## src/rtl/dsp_seq_pkg.sv

```systemverilog
// Shared encodings for the DSP operation sequencer: request modes, FSM states
// and the number of DSP passes each mode needs.
package dsp_seq_pkg;

  localparam int unsigned MODE_W = 2;
  localparam int unsigned CNT_W  = 2;

  localparam logic [MODE_W-1:0] MODE_NARROW  = 2'd0;
  localparam logic [MODE_W-1:0] MODE_HALF    = 2'd1;
  localparam logic [MODE_W-1:0] MODE_FULL    = 2'd2;
  localparam logic [MODE_W-1:0] MODE_ILLEGAL = 2'd3;

  localparam logic [2:0] PASSES_NARROW = 3'd1;
  localparam logic [2:0] PASSES_HALF   = 3'd2;
  localparam logic [2:0] PASSES_FULL   = 3'd4;

  typedef enum logic [1:0] {
    IDLE = 2'd0,
    RUN  = 2'd1,
    RESP = 2'd2
  } state_e;

  // Illegal mode still spends one RUN cycle so it answers like a narrow op.
  function automatic logic [2:0] mode_passes(input logic [MODE_W-1:0] mode);
    case (mode)
      MODE_HALF: mode_passes = PASSES_HALF;
      MODE_FULL: mode_passes = PASSES_FULL;
      default:   mode_passes = PASSES_NARROW;
    endcase
  endfunction

  function automatic logic [CNT_W-1:0] pass_cnt_load(input logic [MODE_W-1:0] mode);
    pass_cnt_load = CNT_W'(mode_passes(mode) - 3'd1);
  endfunction

endpackage

```

## src/rtl/dsp_op_sequencer.sv

```systemverilog
// Sequences one DSP operation per request over 1/2/4 passes and returns the result.
// Optional completed-operation counter enabled by macro DSP_SEQ_PERF_CNT_EN.
module dsp_op_sequencer
  import dsp_seq_pkg::*;
#(
  parameter int unsigned WIDTH      = 33,
  parameter int unsigned SHIFT_BITS = 2
) (
  input  logic                    clk,
  input  logic                    rst,
  input  logic                    req_valid,
  output logic                    req_ready,
  input  logic [WIDTH-1:0]        req_a,
  input  logic [WIDTH-1:0]        req_b,
  input  logic [2*WIDTH-1:0]      req_c,
  input  logic [1:0]              req_mode,
  input  logic                    req_mac,
  input  logic                    req_shift_en,
  input  logic                    req_shift_dir,
  input  logic [SHIFT_BITS-1:0]   req_shift_amt,
  output logic                    rsp_valid,
  input  logic                    rsp_ready,
  output logic [2*WIDTH-1:0]      rsp_data,
  output logic                    rsp_err,
  output logic [WIDTH-1:0]        dsp_aa,
  output logic [WIDTH-1:0]        dsp_bb,
  output logic [2*WIDTH-1:0]      dsp_cc,
  output logic                    dsp_start,
  output logic                    dsp_mac,
  output logic                    dsp_shift_enable,
  output logic                    dsp_shift_dir,
  output logic [1:0]              dsp_mode,
  output logic [SHIFT_BITS-1:0]   dsp_shift_amount,
  input  logic [2*WIDTH-1:0]      dsp_out,
  output logic [31:0]             op_count
);

  localparam int unsigned DW = 2 * WIDTH;

  state_e                state_q,     state_d;
  logic [CNT_W-1:0]      cnt_q,       cnt_d;
  logic                  illegal_q,   illegal_d;
  logic [WIDTH-1:0]      aa_q,        aa_d;
  logic [WIDTH-1:0]      bb_q,        bb_d;
  logic [DW-1:0]         cc_q,        cc_d;
  logic [1:0]            mode_q,      mode_d;
  logic                  mac_q,       mac_d;
  logic                  sh_en_q,     sh_en_d;
  logic                  sh_dir_q,    sh_dir_d;
  logic [SHIFT_BITS-1:0] sh_amt_q,    sh_amt_d;
  logic                  start_q,     start_d;
  logic                  rsp_valid_q, rsp_valid_d;
  logic [DW-1:0]         rsp_data_q,  rsp_data_d;
  logic                  rsp_err_q,   rsp_err_d;
  logic                  req_illegal;

  assign req_ready   = (state_q == IDLE) && !rsp_valid_q;
  assign req_illegal = (req_mode == MODE_ILLEGAL);

  // Next-state and capture logic; operand registers hold between operations.
  always_comb begin
    state_d     = state_q;
    cnt_d       = cnt_q;
    illegal_d   = illegal_q;
    aa_d        = aa_q;
    bb_d        = bb_q;
    cc_d        = cc_q;
    mode_d      = mode_q;
    mac_d       = mac_q;
    sh_en_d     = sh_en_q;
    sh_dir_d    = sh_dir_q;
    sh_amt_d    = sh_amt_q;
    start_d     = 1'b0;
    rsp_valid_d = rsp_valid_q;
    rsp_data_d  = rsp_data_q;
    rsp_err_d   = rsp_err_q;

    case (state_q)
      IDLE: begin
        if (req_valid && req_ready) begin
          illegal_d = req_illegal;
          aa_d      = req_illegal ? '0 : req_a;
          bb_d      = req_illegal ? '0 : req_b;
          cc_d      = req_c;
          mode_d    = req_illegal ? MODE_NARROW : req_mode;
          mac_d     = req_mac;
          sh_en_d   = req_shift_en;
          sh_dir_d  = req_shift_dir;
          sh_amt_d  = req_shift_amt;
          cnt_d     = pass_cnt_load(req_mode);
          start_d   = 1'b1;
          state_d   = RUN;
        end
      end
      RUN: begin
        if (cnt_q == '0) begin
          rsp_data_d  = illegal_q ? '0 : dsp_out;
          rsp_err_d   = illegal_q;
          rsp_valid_d = 1'b1;
          state_d     = RESP;
        end else begin
          cnt_d = cnt_q - CNT_W'(1);
        end
      end
      RESP: begin
        if (rsp_ready) begin
          rsp_valid_d = 1'b0;
          state_d     = IDLE;
        end
      end
      default: state_d = IDLE;
    endcase
  end

  always_ff @(posedge clk or posedge rst) begin
    if (rst) begin
      state_q     <= IDLE;
      cnt_q       <= '0;
      illegal_q   <= 1'b0;
      aa_q        <= '0;
      bb_q        <= '0;
      cc_q        <= '0;
      mode_q      <= '0;
      mac_q       <= 1'b0;
      sh_en_q     <= 1'b0;
      sh_dir_q    <= 1'b0;
      sh_amt_q    <= '0;
      start_q     <= 1'b0;
      rsp_valid_q <= 1'b0;
      rsp_data_q  <= '0;
      rsp_err_q   <= 1'b0;
    end else begin
      state_q     <= state_d;
      cnt_q       <= cnt_d;
      illegal_q   <= illegal_d;
      aa_q        <= aa_d;
      bb_q        <= bb_d;
      cc_q        <= cc_d;
      mode_q      <= mode_d;
      mac_q       <= mac_d;
      sh_en_q     <= sh_en_d;
      sh_dir_q    <= sh_dir_d;
      sh_amt_q    <= sh_amt_d;
      start_q     <= start_d;
      rsp_valid_q <= rsp_valid_d;
      rsp_data_q  <= rsp_data_d;
      rsp_err_q   <= rsp_err_d;
    end
  end

  assign dsp_aa           = aa_q;
  assign dsp_bb           = bb_q;
  assign dsp_cc           = cc_q;
  assign dsp_mode         = mode_q;
  assign dsp_mac          = mac_q;
  assign dsp_shift_enable = sh_en_q;
  assign dsp_shift_dir    = sh_dir_q;
  assign dsp_shift_amount = sh_amt_q;
  assign dsp_start        = start_q;
  assign rsp_valid        = rsp_valid_q;
  assign rsp_data         = rsp_data_q;
  assign rsp_err          = rsp_err_q;

`ifdef DSP_SEQ_PERF_CNT_EN
  logic [31:0] op_count_q, op_count_d;

  // Counts every completed response handshake, error responses included.
  always_comb begin
    op_count_d = op_count_q;
    if (rsp_valid_q && rsp_ready) op_count_d = op_count_q + 32'd1;
  end

  always_ff @(posedge clk or posedge rst) begin
    if (rst) op_count_q <= '0;
    else     op_count_q <= op_count_d;
  end

  assign op_count = op_count_q;
`else
  assign op_count = 32'd0;
`endif

endmodule

```

## config.mk

```make
export PLATFORM = sky130hd
export DESIGN_NAME = dsp_op_sequencer
export DESIGN_NICKNAME = d
export VERILOG_FILES = /design/src/rtl/dsp_seq_pkg.sv /design/src/rtl/dsp_op_sequencer.sv
export SDC_FILE = /design/constraint.sdc
export NUM_CORES = 1
export LEC_CHECK = 0
export CAP_MARGIN = 30
export CORE_AREA = 2 2 175 177
export DETAILED_ROUTE_END_ITERATION = 8
export DIE_AREA = 0 0 177 179
export GPL_TIMING_DRIVEN = 0
export PLACE_DENSITY_LB_ADDON = 0.05
export RECOVER_POWER = 100
export SLEW_MARGIN = 20
export SYNTH_ARGS = -nofsm -noshare
export SYNTH_HDL_FRONTEND = slang
export SYNTH_SLANG_ARGS = --single-unit
```

## constraint.sdc

```tcl
create_clock -name clk -period 7 [get_ports clk]
set_input_delay 1.4 -clock clk [delete_from_list [all_inputs] [get_ports clk]]
set_output_delay 1.4 -clock clk [all_outputs]
set_load 0.02 [all_outputs]
```

==> results of run 1 <==
## per-layer routing
layer | vias up | global-route usage (%) | part of all wire (%)
li1 | 3893 | - | -
met1 | 3594 | 21.9 | 40
met2 | 285 | 32.0 | 48
met3 | 46 | 6.21 | 9.1
met4 | 0 | 5.34 | 2.8
met5 | - | 0 | 0
## synthesized netlist by cell type (2+ instances only)
library cell	n
buf_6	6
o21ai_0	69
clkbuf_1	29
nand3b_1	66
nand2_1	421
ha_1	3
nor3_1	2
buf_4	36
inv_1	5
buf_2	21
nand2b_1	68
dfrtp_1	213
or4b_1	2
## area by class of cell
class / count / area, sq um / area share [%]
Timing Repair Buffer: 424 / 4270 / 29.4
Inverter: 6 / 25.0 / 0.173
Sequential cell: 213 / 5330 / 36.7
Multi-Input combinational cell: 671 / 3100 / 21.4
Clock inverter: 2 / 10.0 / 0.0690
Tap cell: 396 / 495 / 3.42
Antenna cell: 2 / 5.00 / 0.0345
Buffer: 92 / 474 / 3.27
Clock buffer: 42 / 802 / 5.53
## per-stage QoR
| stage | worst slack [ns] | hold slack [ns] | total power, mW |
|---|---|---|---|
| 2_1_floorplan | 2.83 | 0.522 | 1.47 |
| 3_3_place_gp | 0.743 | 0.449 | 1.70 |
| 3_5_place_dp | 3.69 | 0.455 | 1.71 |
| 4_1_cts | 3.73 | 0.467 | 3.03 |
| 5_1_grt | 2.89 | 0.480 | 3.09 |
| 6_report | 3.19 | 0.455 | 2.95 |
## state kept, by name, indices dropped and copies added (netlist names)
signal            count
dsp_aa               33
dsp_bb               33
dsp_mac               1
cnt_q                 2
dsp_shift_amount      2
state_q               2
dsp_start             1
rsp_data             66
rsp_err               1
rsp_valid             1
dsp_mode              2
dsp_cc               66
dsp_shift_enable      1
dsp_shift_dir         1
illegal_q             1
## worst max-delay path: cells and delay by family
kind | cells | cell delay (ns)
buffers and inverters | 5 | 2.26
and+or+nand+nor | 3 | 0.61
## final timing paths
path,from,end,slack [ns],cells after the start
worst min register to register,dsp_bb[5],dsp_bb[5],0.46,2
max in group asynchronous,rst,dsp_aa[4],3.41,5
min in group asynchronous,rst,dsp_cc[52],1.59,2
worst max-delay path,req_valid,dsp_cc[31],3.19,8
worst max register to register,state_q[0],dsp_cc[31],4.04,7
worst min-delay path,dsp_bb[5],dsp_bb[5],0.46,2
## cell usage in the layout, fill, tap and decap left out
cell type | Yosys | final
clkdlybuf4s50_1 | 0 | 206
dfrtp_1 | 213 | 213
clkinvlp_2 | 0 | 2
dlygate4sd3_1 | 0 | 211
clkbuf_16 | 0 | 27
nor2b_1 | 1 | 1
buf_12 | 0 | 4
nand2_1 | 421 | 421
nor2_1 | 1 | 1
inv_1 | 5 | 4
clkbuf_1 | 29 | 64
nand3b_1 | 66 | 66
conb_1 | 1 | 32
or4b_1 | 2 | 2
a22o_1 | 1 | 1
xnor2_1 | 1 | 1
o21ai_0 | 69 | 69
nor3_1 | 2 | 2
clkbuf_8 | 0 | 7
o32ai_1 | 1 | 1
a211oi_2 | 1 | 1
nand2b_1 | 68 | 68
buf_4 | 36 | 32
diode_2 | 0 | 2
buf_2 | 21 | 7
ha_1 | 3 | 3
clkinv_2 | 0 | 2
a21oi_1 | 1 | 1
mux2_2 | 1 | 1
## power breakdown
group	leakage [nW]	internal (mW)	total (mW)	switching [mW]
clock network	0.400	0.773	1.29	0.513
registers	2.49	1.27	1.29	0.0205
logic	4.16	0.201	0.371	0.170
total	7.05	2.25	2.95	0.703
## cell families after synthesis
| family | after synthesis | share of synthesized area [%] |
|---|---|---|
| AOI/OAI and AO/OA | 73 | 4.28 |
| DFF | 213 | 60.0 |
| buffers and inverters | 98 | 6.49 |
| adders and majority gates | 3 | 0.422 |
| other | 1 | 0.0422 |
| xor gates and xnor gates | 1 | 0.0985 |
| muxes | 1 | 0.127 |
| and+or+nand+nor | 561 | 28.6 |
==> flow_metrics.env, run 1 <==
export IMPL_status="complete, but fails checks"
export IMPL_violations="max-capacitance violations, max-slew violations"
export IMPL_fin_area_sq_um=14500
export IMPL_rsz0062_at_grt="false"
export IMPL_worstPathCellList="dlygate4sd3_1, or4b_1, clkbuf_1, clkinvlp_2, clkbuf_1, clkbuf_1, nand2_1, nand2_1"
export IMPL_syn2layout_area_growth_pct=63.2
export IMPL_grt_usage_pct=18.5
export IMPL_numClockSinks=213
export IMPL_slew_limit_headroom_pct=-5.24
export IMPL_post_cts_resize_count=0
export IMPL_synth_area_top_cells="dfrtp_1 (60%), nand2_1 (18%), nand3b_1 (5.6%)"
export IMPL_synth_ff_type="dfrtp_1"
export IMPL_crit_type="in -> reg"
export IMPL_fin_nets=1646
export IMPL_ir_worst_vdd_uv=129
export IMPL_finalSetupTns_ns=0
export IMPL_drive_above_1_share_pct=5.72
export IMPL_path_clk_slew_ns=0.05
export IMPL_io_pins=450
export IMPL_synth_seq_area_share_pct=60.0
export IMPL_fillers=2957
export IMPL_fmax_mhz=262
export IMPL_place_congestion=0.767
export IMPL_overflow=0
export IMPL_clock_latency_ns=0.53
export IMPL_stdcell_count=1848
export IMPL_netlist_area_leader_share_pct=60.0
export IMPL_cts_root_buf="clkbuf_16"
export IMPL_portBuffers=417
export IMPL_yosysTopAreaCell="dfrtp_1"
export IMPL_cts_buffers=26
export IMPL_critical_path_peak_fanout=10
export IMPL_place_area_sq_um=13800
export IMPL_routed_wl_um=30100
export IMPL_die_area_sq_um=31700
export IMPL_tightest_slew_ns=1.58
export IMPL_final_antenna_net_count=0
export IMPL_timing_final_crit_share_pct=54.5
export IMPL_dr_pass1_iters=4
export IMPL_drc=0
export IMPL_die_w_um=177
export IMPL_p_per_area_nw_per_um2=203
export IMPL_grt_start_max_net_pins=31
export IMPL_drt_iter0_markers=360
export IMPL_critPathArrivalTime_ns=4.27
export IMPL_finalSetupViolations=0
export IMPL_holdCritPathClass="reg -> reg"
export IMPL_finish_utilization_pct=48.3
export IMPL_syn_area_sq_um=8890
export IMPL_ys_warn_count=0
export IMPL_wl_per_cell_um=16.3
export IMPL_slowest_delay_ns=0.58
export IMPL_p_leak_nw=7.05
export IMPL_required_ns=7.45
export IMPL_vias_per_cell=4.23
export IMPL_h_tree_depth=1
export IMPL_min_period_ns=3.81
export IMPL_dp_hpwl_um=22800
export IMPL_synth_edf_count=0
export IMPL_skew_ns=0.0185
export IMPL_yosysUniqueCellTypes=23
export IMPL_cts_tree="done"
export IMPL_max_cap_viol_count=1
export IMPL_post_cts_buffers=0
export IMPL_grt_pass1_wl_um=45600
export IMPL_slew_violations=27
export IMPL_startpoint_type="input pin"
export IMPL_grt_pass1_vias=7865
export IMPL_vias=7818
export IMPL_std_cell_rows=64
export IMPL_cp_end_kind="flip-flop"
export IMPL_async_reset_ff_share_pct=100
export IMPL_postSynthAreaPerCell_sq_um=9.35
export IMPL_antenna_found_initial=2
export IMPL_start_util_pct=29.6
export IMPL_clk_path_buf_depth=3
export IMPL_hold_violations=0
export IMPL_cp_common_cell="clkbuf_1"
export IMPL_dieHeight_um=179
export IMPL_syn_inst=951
export IMPL_placed_cells=1802
export IMPL_synth_seq_cells=213
export IMPL_core_area_sq_um=30000
export IMPL_cp_slowest_cell="clkbuf_1"
export IMPL_postCtsHoldBufs=0
Power figures use the tool's default switching activity.
==> run 2: changes to the inputs <==
--- a/config.mk
+++ b/config.mk
@@ -6,9 +6,9 @@
 export NUM_CORES = 1
 export LEC_CHECK = 0
 export CAP_MARGIN = 30
-export CORE_AREA = 2 2 175 177
+export CORE_AREA = 2 2 176 178
 export DETAILED_ROUTE_END_ITERATION = 8
-export DIE_AREA = 0 0 177 179
+export DIE_AREA = 0 0 178 180
 export GPL_TIMING_DRIVEN = 0
 export PLACE_DENSITY_LB_ADDON = 0.05
 export RECOVER_POWER = 100
==> constraint.sdc (replaced) <==
create_clock -name clk -period 3.9 [get_ports clk]
set_input_delay 0.78 -clock clk [delete_from_list [all_inputs] [get_ports clk]]
set_output_delay 0.78 -clock clk [all_outputs]
set_load 0.02 [all_outputs]
==> run 2 against run 1 <==
  * The flow now finishes without violations
  * Global-route usage is 0.29 points higher
  * Combinational power rose by 82%
  * Register-to-register slack got worse by 2.7 ns
  * Sequential power is 80% higher
  * Critical path depth did not move
  * Worst hold slack about the same
  * Final cell count decreased by 0.11%
  * Total power is 91% higher
  * Critical endpoint is now dsp_cc[54]
  * Highest routed layer is now met5
==> flow_metrics.env, run 2 (synthesized netlist as in run 1, its figures left out) <==
export IMPL_register_area_sq_um=5330
export IMPL_timing_final_crit_share_pct=75.7
export IMPL_multi_input_area_sq_um=3100
export IMPL_numClockSinks=213
export IMPL_vias=7813
export IMPL_met2_usage_pct=32.3
export IMPL_syn2layout_area_growth_pct=65.0
export IMPL_rsz0062_at_grt="false"
export IMPL_p_leak_nw=7.14
export IMPL_clock_latency_ns=0.52
export IMPL_final_antenna_net_count=0
export IMPL_min_period_ns=2.95
export IMPL_crit_type="in -> reg"
export IMPL_io_pins=450
export IMPL_grt_start_max_net_pins=31
export IMPL_critPathArrivalTime_ns=3.35
export IMPL_cp_end_kind="flip-flop"
export IMPL_layout_common_cells="nand2_1 (421), dfrtp_1 (213), dlygate4sd3_1 (211)"
export IMPL_fin_nets=1646
export IMPL_std_cell_rows=64
export IMPL_start_util_pct=29.4
export IMPL_drt_iter0_markers=261
export IMPL_h_tree_depth=1
export IMPL_comb_power_share_pct=12.0
export IMPL_dp_hpwl_um=23200
export IMPL_postCtsHoldBufs=0
export IMPL_post_cts_resize_count=0
export IMPL_grt_use_met3_pct=6.73
export IMPL_holdCritPathClass="reg -> reg"
export IMPL_dr_pass1_iters=4
export IMPL_mostFrequentLayoutCell="nand2_1"
export IMPL_overflow=0
export IMPL_fin_ws_ns=0.946
export IMPL_cts_buffers=26
export IMPL_startpoint_type="input pin"
export IMPL_grt_pass1_vias=8041
export IMPL_clkPwrFrac_pct=46.8
export IMPL_antenna_found_initial=4
export IMPL_hold_violations=0
export IMPL_core_area_sq_um=30200
export IMPL_portBuffers=417
export IMPL_path_buf_inv=5
export IMPL_die_w_um=178
export IMPL_fillers=2999
export IMPL_clk_path_buf_depth=3
export IMPL_sw_frac_of_total_pct=22.6
export IMPL_use_met1_pct=22.5
export IMPL_worstPathCellList="dlygate4sd3_1, or4b_1, clkbuf_1, clkinvlp_2, buf_6, clkbuf_1, nand2_1, nand2_1"
export IMPL_grt_usage_pct=18.8
export IMPL_fmax_mhz=339
export IMPL_grt_pass1_wl_um=47100
export IMPL_die_area_sq_um=32000
export IMPL_vias_per_cell=4.23
export IMPL_cp_slowest_cell="clkinvlp_2"
export IMPL_preCtsSetupSlack_ns=1.20
export IMPL_finalSetupTns_ns=0
export IMPL_skew_ns=0.0130
export IMPL_critPathTopFamily="buffers and inverters"
export IMPL_wl_per_cell_um=16.7
export IMPL_cts_tree="done"
export IMPL_dieHeight_um=180
export IMPL_slew_violations=0
export IMPL_finalSetupViolations=0
export IMPL_tightest_slew_ns=1.27
export IMPL_cts_root_buf="clkbuf_16"
export IMPL_intPower_mw=4.36
export IMPL_status="completed"
export IMPL_post_cts_buffers=0
export IMPL_place_congestion=0.759
export IMPL_critical_path_peak_fanout=10
export IMPL_slew_limit_headroom_pct=14.6
export IMPL_drc=0
export IMPL_grt_busiest_layer="met2"
export IMPL_switchingPower_mw=1.28
export IMPL_required_ns=4.30
export IMPL_slowest_delay_ns=0.58
export IMPL_path_clk_slew_ns=0.06
export IMPL_ir_worst_vdd_uv=261
export IMPL_max_cap_viol_count=0
export IMPL_p_per_area_nw_per_um2=384
export IMPL_drive_above_1_share_pct=6.28
export IMPL_seqPwrFrac_pct=41.2
export IMPL_routed_wl_um=30800
==> run 2: cell types whose count changed in the layout (fill, tap and decap cells not counted), sizes merged <==
cell,change
clkbuf,-8
bufinv,+5
buf,+3
clkinv,-1
diode,-1
==> run 2: worst min-delay path, delay by kind of cell, from the launching register on <==
kind	cells	cell delay, ns
flops	1	0.33
simple gates	2	0.09
==> run 2: final timing paths <==
kind                                   end        from  slack [ns]  cells after the start
worst max-delay path            dsp_cc[54]   req_valid        0.95                      8
max in group asynchronous       dsp_bb[27]         rst        1.07                      6
worst min-delay path            dsp_bb[30]  dsp_bb[30]        0.46                      2
worst max register to register  dsp_cc[54]  state_q[0]        1.32                      7
worst min register to register  dsp_bb[30]  dsp_bb[30]        0.46                      2
min in group asynchronous       dsp_cc[56]         rst        0.99                      2
==> run 2: metrics by stage <==
| stage | instance area, sq um | instances | power, mW | utilization [%] | hold WS, ns |
|---|---|---|---|---|---|
| floorplan | 9010 | 982 | 2.64 | - | 0.522 |
| global placement | 13700 | 1795 | 3.06 | 45.3 | 0.448 |
| detailed placement | 13800 | 1802 | 3.08 | 45.8 | 0.455 |
| CTS | 14800 | 1845 | 5.77 | 48.9 | 0.467 |
| global route | 14700 | 1846 | 5.87 | 48.6 | 0.475 |
| finish | 14700 | 1846 | 5.63 | 48.6 | 0.455 |
==> run 2: power groups by stage <==
stage               sequential [mW]  combinational, mW  clock [mW]
floorplan                      2.45              0.182           0
global placement               2.36              0.694           0
detailed placement             2.36              0.713           0
CTS                            2.32              0.717        2.73
global route                   2.33              0.734        2.81
finish                         2.32              0.675        2.64
==> run 2: cell type report <==
cell class,instances,share of cell area (%)
well taps,396,3.38
repair buffers,424,29.3
diodes,1,0.0171
multi-input cells,671,21.1
inverters,6,0.171
plain buffers,92,3.28
flip-flops and latches,213,36.3
clock inverters,6,1.06
clock buffers,37,5.34
==> run 2: per-layer routing <==
metal	part of all wire [%]	up-vias
met5	0.088	-
met1	40	3597
li1	-	3895
met2	48	275
met4	1.9	4
met3	9.7	42
==> run 3: changes to the inputs <==
--- a/config.mk
+++ b/config.mk
@@ -6,9 +6,9 @@
 export NUM_CORES = 1
 export LEC_CHECK = 0
 export CAP_MARGIN = 30
-export CORE_AREA = 2 2 176 178
+export CORE_AREA = 2 2 175 177
 export DETAILED_ROUTE_END_ITERATION = 8
-export DIE_AREA = 0 0 178 180
+export DIE_AREA = 0 0 177 179
 export GPL_TIMING_DRIVEN = 0
 export PLACE_DENSITY_LB_ADDON = 0.05
 export RECOVER_POWER = 100
==> constraint.sdc (replaced) <==
create_clock -name clk -period 2.6 [get_ports clk]
set_input_delay 0.52 -clock clk [delete_from_list [all_inputs] [get_ports clk]]
set_output_delay 0.52 -clock clk [all_outputs]
set_load 0.02 [all_outputs]
==> run 3 against run 2 <==
  * Global-route usage down 0.29 points
  * Sequential share of layout area up 0.38 points
  * Final cell count up 0.11%
  * Design area down 1.0%
  * First-iteration DRC count up 43%
  * Core utilization down 0.24 points
  * Combinational power up 48%
  * Clock power up 31%
  * Worst setup slack worse by 0.73 ns
  * Via count down 0.33%
  * Critical path type is now reg -> out
  * Critical endpoint is now req_ready
==> flow_metrics.env, run 3 (synthesized netlist as in run 1, its figures left out) <==
export IMPL_h_tree_depth=1
export IMPL_mostFrequentLayoutCell="nand2_1"
export IMPL_tightest_slew_ns=1.27
export IMPL_slew_limit_headroom_pct=14.6
export IMPL_cts_buffers=26
export IMPL_route_met2_wl_um=14500
export IMPL_overflow=0
export IMPL_cts_root_buf="clkbuf_16"
export IMPL_grt_pass1_wl_um=45600
export IMPL_rsz0062_at_grt="false"
export IMPL_required_ns=2.08
export IMPL_worstPathCellList="nor3_1, dlygate4sd3_1"
export IMPL_dp_hpwl_um=22800
export IMPL_fin_area_sq_um=14500
export IMPL_seqPwrFrac_pct=43.8
export IMPL_status="completed"
export IMPL_post_cts_resize_count=0
export IMPL_comb_power_share_pct=12.6
export IMPL_skew_ns=0.0191
export IMPL_sw_frac_of_total_pct=23.9
export IMPL_syn2layout_area_growth_pct=63.3
export IMPL_finish_utilization_pct=48.4
export IMPL_postCtsHoldBufs=0
export IMPL_critPathArrivalTime_ns=1.86
export IMPL_drt_iter0_markers=374
export IMPL_vias=7787
export IMPL_fmax_mhz=420
export IMPL_routed_wl_um=30100
export IMPL_die_w_um=177
export IMPL_ir_worst_vdd_uv=365
export IMPL_max_cap_viol_count=0
export IMPL_cp_slowest_cell="dlygate4sd3_1"
export IMPL_route_met3_wl_um=2740
export IMPL_critical_path_cell_count=2
export IMPL_finalSetupViolations=0
export IMPL_slowest_delay_ns=0.72
export IMPL_layout_common_cells="nand2_1 (421), dfrtp_1 (213), dlygate4sd3_1 (210)"
export IMPL_numClockSinks=213
export IMPL_die_area_sq_um=31700
export IMPL_grt_pass1_vias=7865
export IMPL_whs_path_depth=2
export IMPL_final_antenna_net_count=0
export IMPL_cts_tree="done"
export IMPL_clk_path_buf_depth=3
export IMPL_critical_path_peak_fanout=6
export IMPL_p_leak_nw=7.11
export IMPL_drive_above_1_share_pct=6.62
export IMPL_hold_violations=0
export IMPL_start_util_pct=29.6
export IMPL_cp_end_kind="output pin"
export IMPL_critPathTopFamily="buffers and inverters"
export IMPL_holdCritPathClass="reg -> reg"
export IMPL_place_area_sq_um=13800
export IMPL_grt_start_max_net_pins=31
export IMPL_wl_per_cell_um=16.3
export IMPL_antenna_found_initial=2
export IMPL_portBuffers=417
export IMPL_vias_per_cell=4.21
export IMPL_switchingPower_mw=1.90
export IMPL_post_cts_buffers=0
export IMPL_drc=0
export IMPL_r2r_cells=6
export IMPL_min_period_ns=2.38
export IMPL_grt_usage_pct=18.5
export IMPL_fin_nets=1646
export IMPL_startpoint_type="flip-flop"
export IMPL_preCtsSetupSlack_ns=0.171
export IMPL_crit_type="reg -> out"
export IMPL_hold_slack_ns=0.455
export IMPL_std_cell_rows=64
export IMPL_path_clk_slew_ns=0.06
export IMPL_slew_violations=0
export IMPL_top_layer="met4"
export IMPL_intPower_mw=6.05
export IMPL_timing_final_crit_share_pct=91.5
export IMPL_clkPwrFrac_pct=43.6
export IMPL_io_pins=450
export IMPL_dr_pass1_iters=4
export IMPL_m1WireLength_um=12000
export IMPL_p_per_area_nw_per_um2=547
export IMPL_dieHeight_um=179
export IMPL_fin_ws_ns=0.221
export IMPL_path_buf_inv=1
export IMPL_place_congestion=0.767
export IMPL_clock_latency_ns=0.53
export IMPL_core_area_sq_um=30000
-- run 3: area by class of cell --
class,count,area (sq um)
Fill cell,2947,15500
Sequential cell,213,5330
Timing Repair Buffer,424,4260
Multi-Input combinational cell,671,3100
Clock buffer,42,802
Buffer,92,495
Tap cell,396,495
Inverter,6,26.3
Clock inverter,2,10.0
Antenna cell,2,5.00
-- run 3: per-stage QoR --
stage | setup TNS [ns] | std cells | power (mW)
4_1_cts | 0 | 1846 | 8.15
3_5_place_dp | 0 | 1802 | 4.61
3_3_place_gp | -587.30 | 1795 | 4.58
6_report | 0 | 1848 | 7.95
5_1_grt | 0 | 1848 | 8.30
2_1_floorplan | -147.01 | 982 | 3.95
-- run 3: worst paths after layout --
check	start	endpoint	slack (ns)
worst min-delay path	dsp_bb[5]	dsp_bb[5]	0.46
worst min register to register	dsp_bb[5]	dsp_bb[5]	0.46
worst max-delay path	state_q[0]	req_ready	0.22
min in group asynchronous	rst	dsp_cc[54]	0.74
max in group asynchronous	rst	dsp_aa[4]	0.43
worst max register to register	state_q[0]	dsp_aa[25]	0.29
-- run 3: per-layer routing --
metal	track usage, %	vias to the layer above
met4	5.34	0
met5	0	-
met1	21.9	3561
met3	6.21	46
li1	-	3890
met2	32.0	290
-- run 3: worst min-delay path, cell delays in order, from the launching register on --
cell and delay (ns):
dfrtp_1 0.33, nand2_1 0.05, nand2_1 0.05
-- run 3: power groups by stage --
stage / clock network, mW / logic, mW / registers (mW)
floorplan: 0 / 0.273 / 3.68
global placement: 0 / 1.04 / 3.55
detailed placement: 0 / 1.06 / 3.55
CTS: 3.60 / 1.07 / 3.49
global route: 3.72 / 1.09 / 3.50
finish: 3.47 / 0.998 / 3.48
